File: config.mk
export PLATFORM = sky130hd
export DESIGN_NAME = lcd_timing_gen
export DESIGN_NICKNAME = d
export VERILOG_FILES = /design/src/rtl/lcd_timing_gen.sv
export SDC_FILE = /design/constraint.sdc
export NUM_CORES = 1
export LEC_CHECK = 0
export ABC_CLOCK_PERIOD_IN_PS = 3500
export BUFFER_PORTS_ARGS = -buffer_cell sky130_fd_sc_hd__buf_4
export CAP_MARGIN = 20
export CORE_MARGIN = 2
export CORE_UTILIZATION = 47
export CTS_CLUSTER_DIAMETER = 50
export DETAILED_ROUTE_END_ITERATION = 16
export HOLD_SLACK_MARGIN = 0.05
export PLACE_DENSITY = 0.81
export SETUP_SLACK_MARGIN = 0.5
export SYNTH_ARGS = -nofsm -noshare
export SYNTH_HDL_FRONTEND = slang
export SYNTH_SLANG_ARGS = --single-unit
export TNS_END_PERCENT = 10
File: constraint.sdc
create_clock -name clk -period 3.5 [get_ports clk]
set_clock_uncertainty 0.2 [all_clocks]
set_input_delay 0.35 -clock clk [delete_from_list [all_inputs] [get_ports clk]]
set_output_delay 0.35 -clock clk [all_outputs]
set_load 0.03 [all_outputs]
File: src/rtl/lcd_timing_gen.sv
// Source-side LCD timing generator: raster counters, graceful start/stop FSM and a
// three-stage output pipeline. Define TG_PATTERN_EN for the internal colour-bar source.
module lcd_timing_gen #(
  parameter int P_DAT_BIT = 6,
  parameter int H_ACT     = 480,
  parameter int H_FP      = 8,
  parameter int H_SYNC    = 4,
  parameter int H_BP      = 43,
  parameter int V_ACT     = 272,
  parameter int V_FP      = 4,
  parameter int V_SYNC    = 4,
  parameter int V_BP      = 12
) (
  input  logic                 clk,
  input  logic                 rst,
  input  logic                 en,
  input  logic [P_DAT_BIT-1:0] pix_r,
  input  logic [P_DAT_BIT-1:0] pix_g,
  input  logic [P_DAT_BIT-1:0] pix_b,
  output logic                 pix_req,
  output logic                 hs,
  output logic                 vs,
  output logic                 de,
  output logic [10:0]          hpos,
  output logic [9:0]           vpos,
  output logic [P_DAT_BIT-1:0] rdata,
  output logic [P_DAT_BIT-1:0] gdata,
  output logic [P_DAT_BIT-1:0] bdata,
  output logic                 frame_start,
  output logic                 busy
);

  localparam int H_TOTAL = H_ACT + H_FP + H_SYNC + H_BP;
  localparam int V_TOTAL = V_ACT + V_FP + V_SYNC + V_BP;
  localparam int BAR_W   = H_ACT / 8;

  localparam logic [10:0] H_LAST   = 11'(H_TOTAL - 1);
  localparam logic [10:0] H_ACT_L  = 11'(H_ACT);
  localparam logic [10:0] H_SYNC_B = 11'(H_ACT + H_FP);
  localparam logic [10:0] H_SYNC_E = 11'(H_ACT + H_FP + H_SYNC);
  localparam logic [9:0]  V_LAST   = 10'(V_TOTAL - 1);
  localparam logic [9:0]  V_ACT_L  = 10'(V_ACT);
  localparam logic [9:0]  V_SYNC_B = 10'(V_ACT + V_FP);
  localparam logic [9:0]  V_SYNC_E = 10'(V_ACT + V_FP + V_SYNC);

  typedef enum logic [1:0] {IDLE, RUN, STOP_PEND} state_t;

  // Bar index saturates at 7 so the last bar absorbs the H_ACT remainder.
  function automatic logic [2:0] bar_idx(input logic [10:0] x);
    logic [2:0] b;
    b = 3'd0;
    for (int k = 1; k < 8; k++) begin
      if (x >= 11'(k * BAR_W)) b = 3'(k);
    end
    return b;
  endfunction

  // Order white,yellow,cyan,green,magenta,red,blue,black maps to {r,g,b} = ~{i[1],i[2],i[0]}.
  function automatic logic [2:0] bar_rgb(input logic [10:0] x);
    logic [2:0] i;
    i = bar_idx(x);
    return {~i[1], ~i[2], ~i[0]};
  endfunction

  state_t                state_q, state_d;
  logic [10:0]           h_cnt_q, h_cnt_d;
  logic [9:0]            v_cnt_q, v_cnt_d;
  logic                  go, frame_end;
  logic                  act_s0, hs_s0, vs_s0, fs_s0;

  logic                  pix_req_q, pix_req_d;
  logic                  hs_p1_q, hs_p1_d, vs_p1_q, vs_p1_d, fs_p1_q, fs_p1_d;
  logic [10:0]           hpos_p1_q, hpos_p1_d;
  logic [9:0]            vpos_p1_q, vpos_p1_d;
  logic                  de_p2_q, de_p2_d, hs_p2_q, hs_p2_d, vs_p2_q, vs_p2_d, fs_p2_q, fs_p2_d;
  logic [10:0]           hpos_p2_q, hpos_p2_d;
  logic [9:0]            vpos_p2_q, vpos_p2_d;
  logic                  de_q, de_d, hs_q, hs_d, vs_q, vs_d, fs_q, fs_d;
  logic [10:0]           hpos_q, hpos_d;
  logic [9:0]            vpos_q, vpos_d;
  logic [P_DAT_BIT-1:0]  r_q, r_d, g_q, g_d, b_q, b_d;

  // A stop only takes effect on the last counter cycle of a frame.
  always_comb begin
    state_d   = state_q;
    go        = 1'b0;
    frame_end = (h_cnt_q == H_LAST) && (v_cnt_q == V_LAST);
    case (state_q)
      IDLE: begin
        if (en) begin
          state_d = RUN;
          go      = 1'b1;
        end
      end
      RUN: begin
        go = 1'b1;
        if (!en) state_d = frame_end ? IDLE : STOP_PEND;
      end
      STOP_PEND: begin
        go = 1'b1;
        if (en)             state_d = RUN;
        else if (frame_end) state_d = IDLE;
      end
      default: state_d = IDLE;
    endcase
  end

  always_comb begin
    h_cnt_d = h_cnt_q;
    v_cnt_d = v_cnt_q;
    if (go) begin
      if (h_cnt_q == H_LAST) begin
        h_cnt_d = 11'd0;
        v_cnt_d = (v_cnt_q == V_LAST) ? 10'd0 : v_cnt_q + 10'd1;
      end else begin
        h_cnt_d = h_cnt_q + 11'd1;
      end
    end
    act_s0 = go && (h_cnt_q < H_ACT_L) && (v_cnt_q < V_ACT_L);
    hs_s0  = go && (h_cnt_q >= H_SYNC_B) && (h_cnt_q < H_SYNC_E);
    vs_s0  = go && (v_cnt_q >= V_SYNC_B) && (v_cnt_q < V_SYNC_E);
    fs_s0  = act_s0 && (h_cnt_q == 11'd0) && (v_cnt_q == 10'd0);
  end

  always_comb begin
    // stage 1: counter decode
    pix_req_d = act_s0;
    hs_p1_d   = hs_s0;
    vs_p1_d   = vs_s0;
    fs_p1_d   = fs_s0;
    hpos_p1_d = act_s0 ? h_cnt_q : hpos_p1_q;
    vpos_p1_d = act_s0 ? v_cnt_q : vpos_p1_q;
    // stage 2: delay, external pixel in flight
    de_p2_d   = pix_req_q;
    hs_p2_d   = hs_p1_q;
    vs_p2_d   = vs_p1_q;
    fs_p2_d   = fs_p1_q;
    hpos_p2_d = hpos_p1_q;
    vpos_p2_d = vpos_p1_q;
    // stage 3: outputs and pixel data
    de_d      = de_p2_q;
    hs_d      = hs_p2_q;
    vs_d      = vs_p2_q;
    fs_d      = fs_p2_q;
    hpos_d    = hpos_p2_q;
    vpos_d    = vpos_p2_q;
`ifdef TG_PATTERN_EN
    r_d = (de_p2_q && bar_rgb(hpos_p2_q)[2]) ? '1 : '0;
    g_d = (de_p2_q && bar_rgb(hpos_p2_q)[1]) ? '1 : '0;
    b_d = (de_p2_q && bar_rgb(hpos_p2_q)[0]) ? '1 : '0;
`else
    r_d = de_p2_q ? pix_r : '0;
    g_d = de_p2_q ? pix_g : '0;
    b_d = de_p2_q ? pix_b : '0;
`endif
  end

  always_ff @(posedge clk or posedge rst) begin
    if (rst) begin
      state_q   <= IDLE;
      h_cnt_q   <= '0;
      v_cnt_q   <= '0;
      pix_req_q <= 1'b0;
      hs_p1_q   <= 1'b0;
      vs_p1_q   <= 1'b0;
      fs_p1_q   <= 1'b0;
      hpos_p1_q <= '0;
      vpos_p1_q <= '0;
      de_p2_q   <= 1'b0;
      hs_p2_q   <= 1'b0;
      vs_p2_q   <= 1'b0;
      fs_p2_q   <= 1'b0;
      hpos_p2_q <= '0;
      vpos_p2_q <= '0;
      de_q      <= 1'b0;
      hs_q      <= 1'b0;
      vs_q      <= 1'b0;
      fs_q      <= 1'b0;
      hpos_q    <= '0;
      vpos_q    <= '0;
      r_q       <= '0;
      g_q       <= '0;
      b_q       <= '0;
    end else begin
      state_q   <= state_d;
      h_cnt_q   <= h_cnt_d;
      v_cnt_q   <= v_cnt_d;
      pix_req_q <= pix_req_d;
      hs_p1_q   <= hs_p1_d;
      vs_p1_q   <= vs_p1_d;
      fs_p1_q   <= fs_p1_d;
      hpos_p1_q <= hpos_p1_d;
      vpos_p1_q <= vpos_p1_d;
      de_p2_q   <= de_p2_d;
      hs_p2_q   <= hs_p2_d;
      vs_p2_q   <= vs_p2_d;
      fs_p2_q   <= fs_p2_d;
      hpos_p2_q <= hpos_p2_d;
      vpos_p2_q <= vpos_p2_d;
      de_q      <= de_d;
      hs_q      <= hs_d;
      vs_q      <= vs_d;
      fs_q      <= fs_d;
      hpos_q    <= hpos_d;
      vpos_q    <= vpos_d;
      r_q       <= r_d;
      g_q       <= g_d;
      b_q       <= b_d;
    end
  end

  assign pix_req     = pix_req_q;
  assign hs          = hs_q;
  assign vs          = vs_q;
  assign de          = de_q;
  assign hpos        = hpos_q;
  assign vpos        = vpos_q;
  assign rdata       = r_q;
  assign gdata       = g_q;
  assign bdata       = b_q;
  assign frame_start = fs_q;
  assign busy        = (state_q != IDLE);

endmodule

==> results of run 1 <==
-- layer usage --
| layer | vias up | routed length [um] | track usage (%) |
|---|---|---|---|
| met5 | - | 0 | 0 |
| met4 | 0 | 85 | 6.85 |
| met3 | 9 | 519 | 6.87 |
| met2 | 97 | 4150 | 31.1 |
| met1 | 1316 | 3600 | 23.4 |
| li1 | 1223 | - | - |
-- per-stage QoR --
step	instance area [um2]	power [mW]
floorplan	4180	2.45
detailed placement	4780	2.77
CTS	5540	4.40
global route	5540	4.62
finish	5540	4.39
global placement	4780	2.73
-- kinds of logic (layout without fill, tap and decap cells) --
family	count (synthesis)	after routing	synth area share (%)
flip-flops	116	116	69.5
AND/OR/NAND/NOR	97	97	14.4
AO/OA/AOI/OAI	23	23	3.69
buffers and inverters	23	130	2.25
multiplexers	20	20	5.39
XOR/XNOR	10	10	2.10
adder cells (fa/ha/maj)	9	9	2.70
-- Yosys cell counts (all sizes together) (2+ instances only) --
library cell and n:
dfrtp 116, and2 20, mux2 20, nor2 14, nor3 13, inv 10
clkbuf 9, ha 9, nand2 9, nand3 8, nand4 8, o21ai 8
xnor2 7, buf 4, nor2b 4, nor4 4, o211ai 4, and4 3
nor3b 3, nor4b 3, xor2 3, a21oi 2, a22o 2, o31ai 2
or4 2
-- registers in the layout, summed over array words and instances (netlist names) --
| signal | count |
|---|---|
| vpos_d | 10 |
| hpos_d | 11 |
| h_cnt_q | 11 |
| bdata | 6 |
| vpos_p1_q | 10 |
| de | 1 |
| hpos | 11 |
| vs_p1_q | 1 |
| pix_req | 1 |
| vpos | 10 |
| vs | 1 |
| vs_d | 1 |
| frame_start | 1 |
| rdata | 6 |
| v_cnt_q | 10 |
| hpos_p1_q | 11 |
| gdata | 6 |
| hs_p1_q | 1 |
| de_d | 1 |
| state_q | 2 |
| fs_d | 1 |
| hs | 1 |
| fs_p1_q | 1 |
| hs_d | 1 |
-- cell type report --
| type | count | area, um2 | share of cell area, % |
|---|---|---|---|
| inverter | 10 | 41.3 | 0.746 |
| clock inverter | 14 | 139 | 2.51 |
| tap | 108 | 135 | 2.44 |
| clock buffer | 18 | 418 | 7.55 |
| multi-input combinational | 159 | 1180 | 21.3 |
| timing repair buffer | 88 | 723 | 13.1 |
| sequential | 116 | 2900 | 52.4 |
-- power groups by stage --
| stage | logic [mW] | clock network, mW | registers [mW] |
|---|---|---|---|
| after floorplan | 0.534 | 0 | 1.92 |
| after global placement | 0.942 | 0 | 1.79 |
| after detailed placement | 0.969 | 0 | 1.81 |
| after CTS | 0.997 | 1.63 | 1.78 |
| after global routing | 1.09 | 1.69 | 1.83 |
| final | 1.00 | 1.59 | 1.79 |
-- worst max-delay path, stage by stage, from the launching register on --
cell     delay, ps
dfrtp_1        410
inv_1          110
ha_1           220
a21oi_1        160
or2_2          420
nor4_4         440
buf_4          330
mux2_2         370
-- path summary, 6_finish.rpt --
check / startpoint / to / slack [ps] / cells past startpoint
max in group asynchronous: rst / vpos_p1_q[2] / 1920 / 4
setup reg to reg: state_q[0] / hpos_p1_q[1] / 710 / 7
hold / removal: vpos_d[3] / vpos[3] / 150 / 0
hold reg to reg: vpos_d[3] / vpos[3] / 150 / 0
min in group asynchronous: rst / vpos[7] / 360 / 3
setup / recovery: state_q[0] / hpos_p1_q[1] / 710 / 7
==> run_results.csv, run 1 <==
group,metric,value,unit
outcome,status,"finished, final reports clean",
placement,gp_congestion,0.834,
sta,fmax,358,MHz
power_and_ir_drop,p_per_area,792,nW/um2
floorplanning,start_util,48.1,%
logic_synthesis,synth.top_cell.area_share,69.5,%
sta,fin_crit,2790,ps
layout,nets,422,
worst_setup_path,crit_fanout,19,
layout,area_growth,32.6,%
worst_setup_path,cp.required,3690,ps
clock_network,hold_buffers,20,
power_and_ir_drop,combPwrFrac,22.8,%
sta,setup_tns,0,ps
worst_setup_path,critPathCaptureType,"flip-flop",
sta,tightestPinTransition,825,ps
floorplanning,fp.dieW,98.3,um
route,first_pass_iters,4,
logic_synthesis,synth-async-reset-ratio,100,%
route,drt_iter0_markers,170,
layout,final_common_cell,"dfrtp_1",
global_route,grt_pass1_wl,14.1,mm
global_route,grt_max_degree,52,
sta,rsz0062_at_grt,"no",
hold_path,min-delay-path-class,"flip-flop to flip-flop",
logic_synthesis,syn_area,4180,um2
placement,dpl.cell_count,461,
sta,hold_viol_final,0,
power_and_ir_drop,p_sw,1.44,mW
sta,holdWs,146,ps
logic_synthesis,synth-edff-count,0,
sta,maxSlewHeadroom,44.9,%
clock_network,clock-root-buffer,"clkbuf_8",
logic_synthesis,synth_ff_type,"dfrtp_1",
layout,final_util,63.8,%
route,via_per_inst,5.16,
logic_synthesis,avgSynthCellArea,14.0,um2
route,routed_wl,8.35,mm
layout,diodes,0,
power_and_ir_drop,clkPwrFrac,36.3,%
route,num_vias,2645,
clock_network,cts_tree,"done",
clock_network,cts_num_sinks,116,
sta,drv_slew,0,
power_and_ir_drop,p_int,2.95,mW
route,drc,0,
logic_synthesis,synthCells,298,
logic_synthesis,synth_nets,328,
global_route,grt.total_usage,19.0,%
power_and_ir_drop,p_leak,2.70,nW
route,ant_nets,0,
sta,period_share,79.7,%
clock_network,h-tree-depth,4,
run,max_cap_viol_count,0,
layout,fin_cells,513,
logic_synthesis,synth_top_cells_by_area,"dfrtp_1, mux2_2, and2_1",
worst_setup_path,crit_arrival,2980,ps
layout,drive_above_1_share,31.9,%
clock_network,insertion_delay,510,ps
logic_synthesis,yosys.area.top_type,"dfrtp_1",
clock_network,cts_setup_buffers,0,
clock_network,ctsResizeCount,0,
power_and_ir_drop,peakVddDrop,319,uV
global_route,grt_overflow,0,
worst_setup_path,critPathKind,"flip-flop to flip-flop",
logic_synthesis,yosysUniqueCellTypes,44,
power_and_ir_drop,power_switching_share,32.7,%
power_and_ir_drop,p_seq_share,40.9,%
floorplanning,die-height,98.3,um
clock_network,cts_max_path_buffers,2,
sta,fin_ws,709,ps
global_route,antenna_found_initial,0,
floorplanning,dieArea,9650,um2
clock_network,numCtsBuffers,17,
global_route,grt_pass1_vias,2805,
placement,dpl.hpwl,4.75,mm
route,wl_per_cell,16.3,um
logic_synthesis,synth-seq-area-share,69.5,%
logic_synthesis,ys_seq_elements,116,
floorplanning,std_cell_rows,34,
sta,final-setup-viol-count,0,
floorplanning,core_area,8680,um2
placement,preCtsSetupSlack,712,ps
clock_network,path_clk_slew,60,ps
worst_setup_path,setup.worst_path.start_class,"flip-flop",
layout,layout_common_cells,"dfrtp_1, buf_4, and2_1, dlygate4sd3_1, mux2_2",
logic_synthesis,ys_warn_count,0,
layout,n_fill_cell,598,
floorplanning,boundaryPins,66,
placement,portBuffers,65,
(Power assumes the default switching activity.)
==> run 2, diff against run 1 <==
--- a/config.mk
+++ b/config.mk
@@ -5,7 +5,7 @@
 export SDC_FILE = /design/constraint.sdc
 export NUM_CORES = 1
 export LEC_CHECK = 0
-export ABC_CLOCK_PERIOD_IN_PS = 3500
+export ABC_CLOCK_PERIOD_IN_PS = 2600
 export BUFFER_PORTS_ARGS = -buffer_cell sky130_fd_sc_hd__buf_4
 export CAP_MARGIN = 20
 export CORE_MARGIN = 2
@@ -13,7 +13,7 @@
 export CTS_CLUSTER_DIAMETER = 50
 export DETAILED_ROUTE_END_ITERATION = 16
 export HOLD_SLACK_MARGIN = 0.05
-export PLACE_DENSITY = 0.81
+export PLACE_DENSITY = 0.78
 export SETUP_SLACK_MARGIN = 0.5
 export SYNTH_ARGS = -nofsm -noshare
 export SYNTH_HDL_FRONTEND = slang
==> constraint.sdc (replaced) <==
create_clock -name clk -period 2.6 [get_ports clk]
set_clock_uncertainty 0.2 [all_clocks]
set_input_delay 0.26 -clock clk [delete_from_list [all_inputs] [get_ports clk]]
set_output_delay 0.26 -clock clk [all_outputs]
set_load 0.03 [all_outputs]
==> run_results.csv, run 2 (synthesis gave the netlist of run 1 again) <==
group,metric,value,unit
placement,postPlaceCellArea,4840,um2
sta,setup_tns,0,ps
placement,dpl.cell_count,469,
sta,period_share,86.7,%
worst_setup_path,r2r.worst_path.cells,8,
worst_setup_path,path_buf_inv,3,
worst_setup_path,cp_slowest_cell,"dfrtp_1",
floorplanning,boundaryPins,66,
route,routed_wl,9.40,mm
sta,fmax,443,MHz
route,num_vias,2803,
worst_setup_path,startpoint,"state_q[0]",
clock_network,path_clk_slew,60,ps
outcome,status,"finished, final reports clean",
floorplanning,die-height,98.3,um
clock_network,h-tree-depth,4,
layout,area_growth,42.3,%
layout,drive_above_1_share,39.9,%
floorplanning,core_area,8680,um2
worst_setup_path,crit_fanout,5,
sta,holdWs,139,ps
global_route,grt_max_degree,78,
worst_setup_path,rrSetupSlack,340,ps
floorplanning,std_cell_rows,34,
route,drc,0,
route,ant_nets,0,
route,drt_iter0_markers,198,
worst_setup_path,cp.required,2790,ps
sta,maxSlewHeadroom,69.9,%
power_and_ir_drop,peakVddDrop,496,uV
layout,final_util,68.4,%
worst_setup_path,critPathCaptureType,"flip-flop",
hold_path,min_path_cells,0,
clock_network,cts_max_path_buffers,2,
clock_network,numCtsBuffers,17,
floorplanning,start_util,48.1,%
route,via_per_inst,5.20,
run,max_cap_viol_count,0,
layout,layout_common_cells,"dfrtp_1, buf_4, dlygate4sd3_1",
hold_path,hold_start,"hpos_d[1]",
layout,final_common_cell,"dfrtp_1",
hold_path,min_to,"hpos[1]",
global_route,antenna_found_initial,0,
placement,gp_congestion,0.841,
sta,hold_viol_final,0,
sta,drv_slew,0,
route,first_pass_iters,4,
clock_network,clock-root-buffer,"clkbuf_8",
worst_setup_path,slowest_delay,400,ps
layout,seqCellArea,2910,um2
layout,diodes,0,
layout,multiInputGateArea,1280,um2
layout,n_fill_cell,548,
clock_network,cts_tree,"done",
placement,portBuffers,65,
global_route,grt_pass1_wl,15.0,mm
worst_setup_path,crit_chain,"inv_2, ha_4, a21oi_2, or2_4, nor4_4, buf_4, buf_6, mux2_2",
route,wl_per_cell,17.4,um
global_route,grt_overflow,0,
worst_setup_path,cp_top_family,"simple AND/OR/NAND/NOR gates",
global_route,grt.total_usage,20.4,%
floorplanning,fp.dieW,98.3,um
floorplanning,dieArea,9650,um2
sta,rsz0062_at_grt,"yes",
placement,dpl.hpwl,4.93,mm
layout,stdcell_area,5940,um2
layout,nets,448,
global_route,grt_pass1_vias,2900,
sta,final-setup-viol-count,0,
power_and_ir_drop,p_per_area,1110,nW/um2
worst_setup_path,crit_arrival,2450,ps
worst_setup_path,critPathKind,"flip-flop to flip-flop",
clock_network,insertion_delay,510,ps
sta,fin_crit,2260,ps
layout,fin_cells,539,
power_and_ir_drop,p_leak,2.90,nW
worst_setup_path,setup.worst_path.start_class,"flip-flop",
clock_network,cts_num_sinks,116,
hold_path,min-delay-path-class,"flip-flop to flip-flop",
worst_setup_path,r2r_end,"hpos_p1_q[6]",
sta,tightestPinTransition,448,ps
worst_setup_path,reg2reg_from,"state_q[0]",
==> run 2: worst max-delay path by stage <==
stage          slack (ps)  cells past startpoint           end
2_1_floorplan          50                      8  hpos_p1_q[0]
3_3_place_gp          230                      4    v_cnt_q[3]
3_5_place_dp          150                      5    v_cnt_q[2]
4_1_cts               310                      5    v_cnt_q[6]
5_1_grt               300                      6    v_cnt_q[2]
6_report              340                      8  hpos_p1_q[6]
==> run 2: per-layer routing <==
| layer | global-route usage [%] | part of all wire [%] |
|---|---|---|
| met5 | 0 | 0 |
| met4 | 7.90 | 1.4 |
| met3 | 7.16 | 6.0 |
| met2 | 34.2 | 52 |
| met1 | 24.2 | 41 |
==> run 2: what timing repair did <==
item	4_1_cts	5_1_grt
endpoints found under the hold margin	136	0
setup buffers	9	6
gates resized for setup	13	29
endpoints found under the setup margin	40	46
cloned	2	0
pin swaps	6	7
hold buffers	21	0
==> run 2: cell type report <==
| cell class | count | area share, % |
|---|---|---|
| repair buffers | 114 | 15.9 |
| inverters | 10 | 0.695 |
| flip-flops and latches | 116 | 49.0 |
| clock buffers | 18 | 7.20 |
| well taps | 108 | 2.28 |
| clock inverters | 14 | 3.39 |
| multi-input cells | 159 | 21.6 |
==> run 2: per-stage QoR <==
stage	total power, mW	setup slack [ps]
3_5_place_dp	3.82	153
6_report	6.60	345
2_1_floorplan	3.30	47.3
3_3_place_gp	3.76	233
5_1_grt	6.88	297
4_1_cts	6.40	314
==> run 2: power breakdown <==
part	switching (mW)	internal, mW	leakage, nW
Sequential	0.270	2.14	1.55
Clock	0.841	1.59	0.302
Combinational	0.946	0.800	1.05
Total	2.06	4.54	2.90
